`config.mk`:
```
export PLATFORM = sky130hd
export DESIGN_NAME = tmds_link_sequencer
export DESIGN_NICKNAME = d
export VERILOG_FILES = /design/src/rtl/tmds_pkg.sv /design/src/rtl/bit_synchronizer.sv /design/src/rtl/tmds_link_sequencer.sv
export SDC_FILE = /design/constraint.sdc
export NUM_CORES = 1
export LEC_CHECK = 0
export ABC_AREA = 1
export CORE_MARGIN = 1
export CORE_UTILIZATION = 60
export CTS_CLUSTER_DIAMETER = 120
export DETAILED_ROUTE_END_ITERATION = 16
export GPL_TIMING_DRIVEN = 0
export HOLD_SLACK_MARGIN = 0.02
export PLACE_DENSITY = 0.84
export SYNTH_ARGS = -nofsm -noshare
export SYNTH_HDL_FRONTEND = slang
export SYNTH_SLANG_ARGS = --single-unit
```
`constraint.sdc`:
```
create_clock -name pixel_clk -period 5.06 [get_ports pixel_clk]
set_clock_uncertainty 0.2 [all_clocks]
set_input_delay 1.265 -clock pixel_clk [delete_from_list [all_inputs] [get_ports pixel_clk]]
set_output_delay 1.265 -clock pixel_clk [all_outputs]
set_load 0.05 [all_outputs]
```
`src/rtl/tmds_pkg.sv`:
```
// Shared TMDS link definitions: link sequencer states and the DVI/HDMI
// control-period symbols that encoders emit while video is blanked.
package tmds_pkg;

  typedef enum logic [2:0] {
    WAIT_LOCK  = 3'd0,
    RESET      = 3'd1,
    SETTLE     = 3'd2,
    WAIT_FRAME = 3'd3,
    ACTIVE     = 3'd4
  } link_state_e;

  // 10-bit control symbols indexed by {c1, c0}.
  localparam logic [9:0] TMDS_CTRL_00 = 10'b1101010100;
  localparam logic [9:0] TMDS_CTRL_01 = 10'b0010101011;
  localparam logic [9:0] TMDS_CTRL_10 = 10'b0101010100;
  localparam logic [9:0] TMDS_CTRL_11 = 10'b1010101011;

  function automatic logic [9:0] tmds_ctrl_symbol(input logic c1, input logic c0);
    logic [9:0] sym;
    case ({c1, c0})
      2'b00:   sym = TMDS_CTRL_00;
      2'b01:   sym = TMDS_CTRL_01;
      2'b10:   sym = TMDS_CTRL_10;
      default: sym = TMDS_CTRL_11;
    endcase
    return sym;
  endfunction

endpackage

```
`src/rtl/bit_synchronizer.sv`:
```
// Multi-flop synchronizer for a single asynchronous level into clk.
// Resets to 0 so a not-yet-synchronized input always reads as deasserted.
module bit_synchronizer #(
  parameter int SYNC_STAGES = 2
) (
  input  logic clk,
  input  logic rst_n,
  input  logic d,
  output logic q
);

  logic [SYNC_STAGES-1:0] sync_reg;

  // Shift the asynchronous input through the synchronizer chain.
  always_ff @(posedge clk or negedge rst_n) begin
    if (!rst_n) begin
      sync_reg <= '0;
    end else begin
      sync_reg <= {sync_reg[SYNC_STAGES-2:0], d};
    end
  end

  assign q = sync_reg[SYNC_STAGES-1];

endmodule

```
`src/rtl/tmds_link_sequencer.sv`:
```
// TMDS link bring-up sequencer: qualifies PLL lock, holds the serializers
// in reset, forces blanking while they settle, opens video on a frame
// boundary, and tears the link down on lock loss or restart.
module tmds_link_sequencer
  import tmds_pkg::*;
#(
  parameter int LOCK_FILTER   = 8,
  parameter int RST_CYCLES    = 16,
  parameter int SETTLE_CYCLES = 64,
  parameter int SYNC_STAGES   = 2
) (
  input  logic       pixel_clk,
  input  logic       rst_n,
  input  logic       pll_locked,
  input  logic       restart,
  input  logic       frame_start,
  output logic       serdes_rst,
  output logic       force_blank,
  output logic       enc_enable,
  output logic       link_up,
  output logic [7:0] relock_count
);

  localparam int CNT_MAX = (RST_CYCLES > SETTLE_CYCLES) ? RST_CYCLES : SETTLE_CYCLES;
  localparam int CNT_W   = $clog2(CNT_MAX + 1);
  localparam int LF_W    = $clog2(LOCK_FILTER + 1);

  // The WAIT_LOCK cycle in which lock_ok is seen already holds serdes_rst,
  // so RESET itself lasts one cycle less than RST_CYCLES.
  localparam logic [CNT_W-1:0] RST_LOAD    = CNT_W'(RST_CYCLES - 2);
  localparam logic [CNT_W-1:0] SETTLE_LOAD = CNT_W'(SETTLE_CYCLES - 1);
  localparam logic [LF_W-1:0]  LF_LAST     = LF_W'(LOCK_FILTER - 1);

  logic              locked_s;
  logic [LF_W-1:0]   lock_cnt_reg;
  logic              lock_ok_reg;
  logic              lock_ok;
  link_state_e       state_reg, state_next;
  logic [CNT_W-1:0]  cnt_reg, cnt_next;
  logic              lock_loss;
  logic              serdes_rst_reg, force_blank_reg, enc_enable_reg, link_up_reg;
  logic [7:0]        relock_count_reg;

  bit_synchronizer #(
    .SYNC_STAGES (SYNC_STAGES)
  ) u_lock_sync (
    .clk   (pixel_clk),
    .rst_n (rst_n),
    .d     (pll_locked),
    .q     (locked_s)
  );

  // Lock qualification: count consecutive locked cycles, drop on any gap.
  always_ff @(posedge pixel_clk or negedge rst_n) begin
    if (!rst_n) begin
      lock_cnt_reg <= '0;
      lock_ok_reg  <= 1'b0;
    end else if (!locked_s) begin
      lock_cnt_reg <= '0;
      lock_ok_reg  <= 1'b0;
    end else if (!lock_ok_reg) begin
      if (lock_cnt_reg == LF_LAST) begin
        lock_ok_reg <= 1'b1;
      end else begin
        lock_cnt_reg <= lock_cnt_reg + LF_W'(1);
      end
    end
  end

  // A deasserted synchronized lock kills lock_ok in the same cycle.
  assign lock_ok = lock_ok_reg & locked_s;

  // Next-state and cycle-counter logic; lock loss beats restart beats normal flow.
  always_comb begin
    state_next = state_reg;
    cnt_next   = cnt_reg;
    lock_loss  = 1'b0;
    case (state_reg)
      WAIT_LOCK: begin
        if (lock_ok) begin
          state_next = RESET;
          cnt_next   = RST_LOAD;
        end
      end
      RESET: begin
        if (cnt_reg == '0) begin
          state_next = SETTLE;
          cnt_next   = SETTLE_LOAD;
        end else begin
          cnt_next = cnt_reg - CNT_W'(1);
        end
      end
      SETTLE: begin
        if (cnt_reg == '0) begin
          state_next = WAIT_FRAME;
        end else begin
          cnt_next = cnt_reg - CNT_W'(1);
        end
      end
      WAIT_FRAME: begin
        if (frame_start) begin
          state_next = ACTIVE;
        end
      end
      ACTIVE: begin
        state_next = ACTIVE;
      end
      default: begin
        state_next = WAIT_LOCK;
        cnt_next   = '0;
      end
    endcase
    if (state_reg inside {RESET, SETTLE, WAIT_FRAME, ACTIVE}) begin
      if (!locked_s) begin
        lock_loss  = 1'b1;
        state_next = WAIT_LOCK;
        cnt_next   = '0;
      end else if (restart && lock_ok) begin
        state_next = RESET;
        cnt_next   = RST_LOAD;
      end
    end
  end

  // State, counter, lock-loss tally and outputs decoded from the next state.
  always_ff @(posedge pixel_clk or negedge rst_n) begin
    if (!rst_n) begin
      state_reg        <= WAIT_LOCK;
      cnt_reg          <= '0;
      relock_count_reg <= 8'd0;
      serdes_rst_reg   <= 1'b1;
      force_blank_reg  <= 1'b1;
      enc_enable_reg   <= 1'b0;
      link_up_reg      <= 1'b0;
    end else begin
      state_reg <= state_next;
      cnt_reg   <= cnt_next;
      if (lock_loss && (relock_count_reg != 8'hFF)) begin
        relock_count_reg <= relock_count_reg + 8'd1;
      end
      serdes_rst_reg  <= (state_next == WAIT_LOCK) || (state_next == RESET);
      force_blank_reg <= (state_next != ACTIVE);
      enc_enable_reg  <= (state_next == ACTIVE);
      link_up_reg     <= (state_next == ACTIVE);
    end
  end

  assign serdes_rst   = serdes_rst_reg;
  assign force_blank  = force_blank_reg;
  assign enc_enable   = enc_enable_reg;
  assign link_up      = link_up_reg;
  assign relock_count = relock_count_reg;

endmodule
```
* After elaboration in Yosys (flattened, before gate mapping)
Cells that the tools add are included.
** Operators by class
- Order comparisons :: 0
- Reduce and logical (&&, ||, !) cells :: 9
- Muxes and demuxes :: 23
- Shift operators :: 0
- Multiply operators :: 0
- Eq/ne operators :: 11
- Add/sub/neg operators :: 3
- Div/mod/pow operators :: 0
- Bitwise operators :: 1
** Operator list (count)
- $mux W7 :: 6
- $pmux W7 S4 :: 1
- $mux W3 :: 7
- $pmux W3 S5 :: 1
- $mux W4 :: 3
- $add A8 B1 Y8 const B :: 1
- $ne A8 B8 Y1 const B :: 1
- $logic_not A7 Y1 :: 1
- $sub A7 B1 Y7 const B :: 1
- $eq A3 B1 Y1 const B :: 2
- $eq A3 B2 Y1 const B :: 2
- $eq A3 B3 Y1 const B :: 2
- $logic_not A3 Y1 :: 2
- $mux W1 :: 5
- $add A4 B1 Y4 const B :: 1
- $eq A4 B3 Y1 const B :: 1
- $ne A2 B2 Y1 const B :: 2
- $reduce_bool A4 Y1 :: 1
- $ne A3 B3 Y1 const B :: 1
- $logic_and A1 B1 Y1 :: 2
- $reduce_and A2 Y1 :: 1
- $reduce_or A2 Y1 :: 1
- $and A1 B1 Y1 :: 1
- $logic_or A1 B1 Y1 :: 1
** Storage, ports and cells
- Memories kept :: 0
- Latch bits :: 0
- Output and inout bits :: 12
- Flip-flop bits (word level) :: 28
- RAM bits :: 0
- Logic and storage cells :: 56
- Bits in read-only memories :: 0
- Bits of input ports :: 5

* Depth between registers and ports, before layout
Gate-level depths: netlist of the first run.
- Depth in word-level cells :: 8
- Gate-level depth with buffers :: 11
- Mapped depth without buffers :: 11

* Modules after synthesis
Synthesis of the first run repeated with hierarchy kept, for this count alone.
** Unflattened totals
- Cells, all modules :: 218
- Area total of the unflattened synthesis :: 1670.4 um^2
** By module, submodules not included
- tmds_link_sequencer :: sequential area each 653.1 um^2, area each 1620.3 um^2, cells each 216, times used 1
- bit_synchronizer :: sequential area each 50.0 um^2, area each 50.0 um^2, cells each 2, times used 1

* Worst setup path before layout of the first run
OpenSTA, ideal clock, no wires.
- Path type :: register to output
- From :: register link_up_reg (netlist: link_up)
- To :: output link_up
- Buffers on the path :: 1
- Arrival time :: 0.886 ns
- Data required time :: 3.595 ns
- Slack :: 2.709 ns
- Stages on the path, launching flop included :: 2
- Cells stage by stage :: dfrtp_1 buf_4
** RTL lines
- from (decl) :: line tmds_link_sequencer.sv:41 : logic serdes_rst_reg, force_blank_reg, enc_enable_reg, link_up_reg;
- from (signal assigned) :: line tmds_link_sequencer.sv:144 : link_up_reg <= (state_next == ACTIVE);
- to (decl) :: line tmds_link_sequencer.sv:20 : output logic link_up,
No word-level cell between the ends.

* Final worst setup path of the first run
- From :: register serdes_rst_reg (netlist: serdes_rst)
- To :: output serdes_rst
** RTL lines
- from (decl) :: line tmds_link_sequencer.sv:41
- from (signal assigned) :: line tmds_link_sequencer.sv:141 : serdes_rst_reg <= (state_next == WAIT_LOCK) || (state_next == RESET);
- to (decl) :: line tmds_link_sequencer.sv:17 : output logic serdes_rst,
No word-level cell between the ends.

==> metrics.cfg, run 1 <==
[synth]
yosys_most_used_dff = dfrtp_1
synthCells = 218
synth_top_area_share_pct = 39.0
yosysWarnings = 0
syn_nets = 227
async_flop_share_pct = 100
synth_area_leaders = dfrtp_1, nand2_1, inv_1, nor2_1, nand3_1
synth_top_cell_by_area = dfrtp_1
syn-cell-area_mm2 = 0.00167
syn_area_per_cell_um2 = 7.66
synth-edff-count = 0
yosysUniqueCellTypes = 31
synth_seq_cells = 28
ys_seq_area_share_pct = 42.1

[sta]
setup_viol = 0
hold_viol_final = 0
hold_ws_ns = 0.191
worst_pin_slew_ns = 0.602
fmax_ghz = 0.320
slew_headroom_pct = 59.9
slew_violations = 0
post-route-worst-setup-slack_ns = 1.94
rsz0062_at_grt = no
period_share_pct = 61.7
period_needed_ns = 3.12
fin_setup_tns_ns = 0

[setup_path]
slowest_stage = clkdlybuf4s50_1
crit_chain = clkdlybuf4s50_1
arrival_ns = 1.66
cp_data_required_time_ns = 3.60
critPathTopFamily = buffers and inverters
cpPeakStageDelay_ns = 0.79
crit_path_end_kind = output pin
crit_fanout = 1
startpoint_type = register
path_class = reg -> out
cp.buffers_inverters = 1

[clock_tree]
cts-root-buf = clkbuf_4
cts_max_path_buffers = 2
htree_levels = 1
clkTransAtPathRegs_ns = 0.15
cts.repair.resized = 0
cts.sink_count = 28
cts_made_buffers = 3
cts_setup_buffers = 0
worstSkewPairLatency_ns = 0.33
ctsHoldBuffers = 0
cts_tree = built

[detailed_routing]
wl_per_cell_um = 12.1
postRouteAntennaNets = 0
drt_iter0_markers = 53
wl_um = 3230
routed_via_density = 5.28
first_pass_iters = 4
via_count = 1415
drc = 0

[grt]
grt.busiest_layer = met2
grt_util_all_layers_pct = 26.0
use_met1_pct = 29.0
overflow = 0
grt_antenna_before_repair = 0
grtUsageMet3_pct = 3.89
grt_pass1_wl_um = 5500
grt_max_degree = 29
grt_pass1_vias = 1414
gr-usage-met2_pct = 47.2

[placed_design]
hpwl_um = 2500
numPortBuffers = 16
gp_congestion = 0.853
dp_cells = 264
post_dp_cell_area_mm2 = 0.00187
place_ws_ns = 2.09

[pwr]
p_total_uw = 687
ir_drop_mv = 0.256
p_per_area_mw_per_mm2 = 361
power.leakage_nw = 1.02

[final_layout]
n_fill_cell = 192
synthToLayoutAreaGrowth_pct = 13.7
antennaDiodeCount = 0
fin_cells = 268
final_nets = 248
fin_util_pct = 74.6
largest_reg_flops = 8
design_area_mm2 = 0.00190
drive_gt1_share_pct = 13.9

[floorplan]
die_y_um = 54.8
coreArea_mm2 = 0.00254
rows = 18
die_w_um = 54.8
dieArea_mm2 = 0.00300
num_io_pins = 17
initial_core_util_pct = 65.6

[run]
maxCapViolations = 0

[worst_hold_path]
min_path_type = reg -> reg

[run_status]
status = complete, no violations

synthesized netlist by cell type (2+ instances only):
| cell | instances |
|---|---|
| nand2_1 | 60 |
| inv_1 | 29 |
| dfrtp_1 | 26 |
| nor2_1 | 25 |
| nand3_1 | 18 |
| o21ai_0 | 7 |
| nor2_2 | 6 |
| xor2_1 | 6 |
| ha_1 | 4 |
| nand3_2 | 3 |
| nor3_1 | 3 |
| o21ai_1 | 3 |
| buf_2 | 2 |
| dfstp_2 | 2 |
| inv_2 | 2 |
| nand2_2 | 2 |
| nand2_4 | 2 |
| nand3b_1 | 2 |
| nand4_1 | 2 |
| o21ai_2 | 2 |
| xnor2_1 | 2 |
worst register-to-register path: cells and delay by family, from the launching register on:
kind,cells,cell delay (ns)
and+or+nand+nor,5,0.53
adders and majority gates,2,0.62
buffers and inverters,2,0.25
AOI/OAI and AO/OA,1,0.07
DFF,1,0.41
cell type report:
class / count / area [µm²] / area share (%)
Inverter: 32 / 123 / 6.46
Timing Repair Buffer: 16 / 155 / 8.17
Multi-Input combinational cell: 155 / 827 / 43.5
Clock buffer: 4 / 36.3 / 1.91
Buffer: 3 / 17.5 / 0.922
Sequential cell: 28 / 703 / 37.0
Tap cell: 30 / 37.5 / 1.98
layout by cell type (no fill, tap or decap), types with 2 or more instances in the layout:
cell	n
nand3_2	3
nand2_2	2
nor3_1	3
nand2_4	2
inv_2	2
o21ai_0	7
ha_1	4
buf_2	3
nand2_1	60
nor2_1	25
clkdlybuf4s50_1	15
nand3_1	18
dfrtp_1	26
dfstp_2	2
xnor2_1	2
nand4_1	2
o21ai_1	3
clkbuf_4	3
nand3b_1	2
inv_1	29
nor2_2	6
xor2_1	6
o21ai_2	2
metal layers:
metal	vias to the layer above	part of all wire, %
li1	719	-
met1	652	43
met2	38	52
met3	6	3.7
met4	0	1.5
met5	-	0
cell families after synthesis:
logic type | after synthesis | synth area share, %
buffers and inverters | 35 | 8.39
DFF | 28 | 42.1
AOI/OAI and AO/OA | 15 | 5.24
and+or+nand+nor | 128 | 37.1
xor gates and xnor gates | 8 | 4.19
adders and majority gates | 4 | 3.00
final timing paths:
check | start | endpoint | slack, ns | cells after the start
worst max-delay path | serdes_rst | serdes_rst | 1.94 | 1
worst min-delay path | u_lock_sync.sync_reg[0] | u_lock_sync.sync_reg[1] | 0.19 | 0
worst max register to register | cnt_reg[0] | cnt_reg[0] | 2.89 | 10
worst min register to register | u_lock_sync.sync_reg[0] | u_lock_sync.sync_reg[1] | 0.19 | 0
max in group asynchronous | rst_n | state_reg[0] | 3.55 | 1
min in group asynchronous | rst_n | cnt_reg[0] | 0.72 | 1
power by group:
group	leakage [nW]	total, mW	internal (mW)	switching, mW
logic	0.635	0.296	0.109	0.187
registers	0.367	0.282	0.255	0.0272
clock network	0.0210	0.108	0.0440	0.0644
Power figures use the tool's default switching activity.
==> run 2, diff against run 1 <==
--- a/config.mk
+++ b/config.mk
@@ -7,12 +7,12 @@
 export LEC_CHECK = 0
 export ABC_AREA = 1
 export CORE_MARGIN = 1
-export CORE_UTILIZATION = 60
+export CORE_UTILIZATION = 56
 export CTS_CLUSTER_DIAMETER = 120
 export DETAILED_ROUTE_END_ITERATION = 16
 export GPL_TIMING_DRIVEN = 0
 export HOLD_SLACK_MARGIN = 0.02
-export PLACE_DENSITY = 0.84
+export PLACE_DENSITY = 0.79
 export SYNTH_ARGS = -nofsm -noshare
 export SYNTH_HDL_FRONTEND = slang
 export SYNTH_SLANG_ARGS = --single-unit
==> constraint.sdc (replaced) <==
create_clock -name pixel_clk -period 2.9 [get_ports pixel_clk]
set_clock_uncertainty 0.2 [all_clocks]
set_input_delay 0.725 -clock pixel_clk [delete_from_list [all_inputs] [get_ports pixel_clk]]
set_output_delay 0.725 -clock pixel_clk [all_outputs]
set_load 0.05 [all_outputs]
==> run 2 against run 1 <==
Effect of this change:
- core utilization shrank 5.7 points
- via count shrank 2.3%
- total power grew 81%
- first-iteration DRC count down 25%
- count of clock-buffer cells in the layout decreased by 1
- routed wire length down 8.0%
- register-to-register slack got worse by 2.1 ns
- cell count rose by 0.37%
- die area grew 6.9%
- combinational power up 68%
- critical path type unchanged
- largest cell class unchanged
- largest power group unchanged
==> metrics.cfg, run 2 (same netlist as run 1, synthesis figures left out) <==
[placed_design]
gp_congestion = 0.803
hpwl_um = 2230
post_dp_cell_area_mm2 = 0.00187
numPortBuffers = 16
place_ws_ns = 0.443

[setup_path]
r2r-end = cnt_reg[0]
path_class = reg -> out
ff2ff_path_depth = 10
startpoint_type = register
critPathTopFamily = buffers and inverters
arrival_ns = 1.68
cp.buffers_inverters = 1
crit_chain = clkdlybuf4s50_1
worstReg2RegStart = cnt_reg[0]
rrSetupSlack_ns = 0.76
crit_path_end_kind = output pin
crit_fanout = 1
cpPeakStageDelay_ns = 0.79
cp_data_required_time_ns = 1.98
slowest_stage = clkdlybuf4s50_1

[pwr]
p_total_mw = 1.25
power.leakage_nw = 1.03
ir_drop_mv = 0.547
p_per_area_mw_per_mm2 = 650

[final_layout]
final_common_cell = nand2_1
largest_reg_flops = 8
design_area_mm2 = 0.00192
n_fill_cell = 243
antennaDiodeCount = 0
mostFrequentLayoutCells = nand2_1, inv_1, dfrtp_1
synthToLayoutAreaGrowth_pct = 14.8
final_nets = 248
drive_gt1_share_pct = 13.9

[sta]
worst_pin_slew_ns = 0.613
slew_violations = 0
period_needed_ns = 2.61
slew_headroom_pct = 59.1
rsz0062_at_grt = no
hold_viol_final = 0
period_share_pct = 89.9
setup_viol = 0
post-route-worst-setup-slack_ns = 0.294
fmax_ghz = 0.384
fin_setup_tns_ns = 0

[run]
maxCapViolations = 0

[clock_tree]
cts_setup_buffers = 0
cts.sink_count = 28
clkTransAtPathRegs_ns = 0.16
worstSkewPairLatency_ns = 0.33
ctsHoldBuffers = 0
cts_tree = built
cts-root-buf = clkbuf_4
htree_levels = 1
cts_made_buffers = 3
cts_max_path_buffers = 2
cts.repair.resized = 0

[detailed_routing]
wl_met1_um = 1410
drc = 0
first_pass_iters = 4
wl_per_cell_um = 11.1
drt_iter0_markers = 40
postRouteAntennaNets = 0
via_count = 1382
routed_via_density = 5.14
wl_um = 2970
met3WireLength_um = 124
highest_layer = met4
wl_met2_um = 1410

[grt]
grt_antenna_before_repair = 0
grt_pass1_vias = 1300
grt_util_all_layers_pct = 21.7
overflow = 0
grt_max_degree = 29
grt_pass1_wl_um = 5400

[floorplan]
die_y_um = 56.6
coreArea_mm2 = 0.00278
rows = 19
initial_core_util_pct = 60.1
dieArea_mm2 = 0.00321
num_io_pins = 17
die_w_um = 56.6

[run_status]
status = complete, no violations

[worst_hold_path]
min_path_type = in -> async

[run 2: cell types whose count changed in the layout (fill, tap and decap cells not counted)]
| cell | previous run | this run |
|---|---|---|
| clkbuf_8 | 1 | 0 |
| bufinv_16 | 0 | 1 |
[run 2: area by class of cell]
class | instances | area [µm²] | share of cell area (%)
Multi-Input combinational cell | 155 | 827 | 43.1
Sequential cell | 28 | 703 | 36.7
Timing Repair Buffer | 16 | 155 | 8.09
Inverter | 32 | 123 | 6.40
Tap cell | 31 | 38.8 | 2.02
Clock inverter | 1 | 30.0 | 1.57
Clock buffer | 3 | 22.5 | 1.17
Buffer | 3 | 17.5 | 0.914
[run 2: routing by layer]
layer / global-route usage (%) / vias up
met5: 0 / -
met4: 8.71 / 0
met3: 2.30 / 4
met2: 36.5 / 31
met1: 28.7 / 634
li1: - / 713
[run 2: how the worst max path moves through the flow]
| stage | from | to | cells past startpoint |
|---|---|---|---|
| global placement | rst_n | cnt_reg[0] | 1 |
| detailed placement | rst_n | cnt_reg[5] | 1 |
| CTS | force_blank | force_blank | 1 |
| finish | force_blank | force_blank | 1 |
| floorplan | relock_count[1] | relock_count[2] | 7 |
| global route | force_blank | force_blank | 1 |
[run 2: report_power, final]
part	internal (mW)	switching [mW]	leakage, nW	total (mW)
Combinational	0.188	0.310	0.635	0.498
Sequential	0.445	0.0460	0.367	0.491
Clock	0.140	0.117	0.0279	0.257
[run 2: through the flow]
stage | std cells | hold slack [ns] | util, %
after global routing | 269 | 0.192 | 68.9
after floorplan | 218 | 0.131 | -
after CTS | 269 | 0.177 | 69.1
after detailed placement | 265 | 0.142 | 67.2
after global placement | 265 | 0.131 | 67.2
final | 269 | 0.174 | 68.9
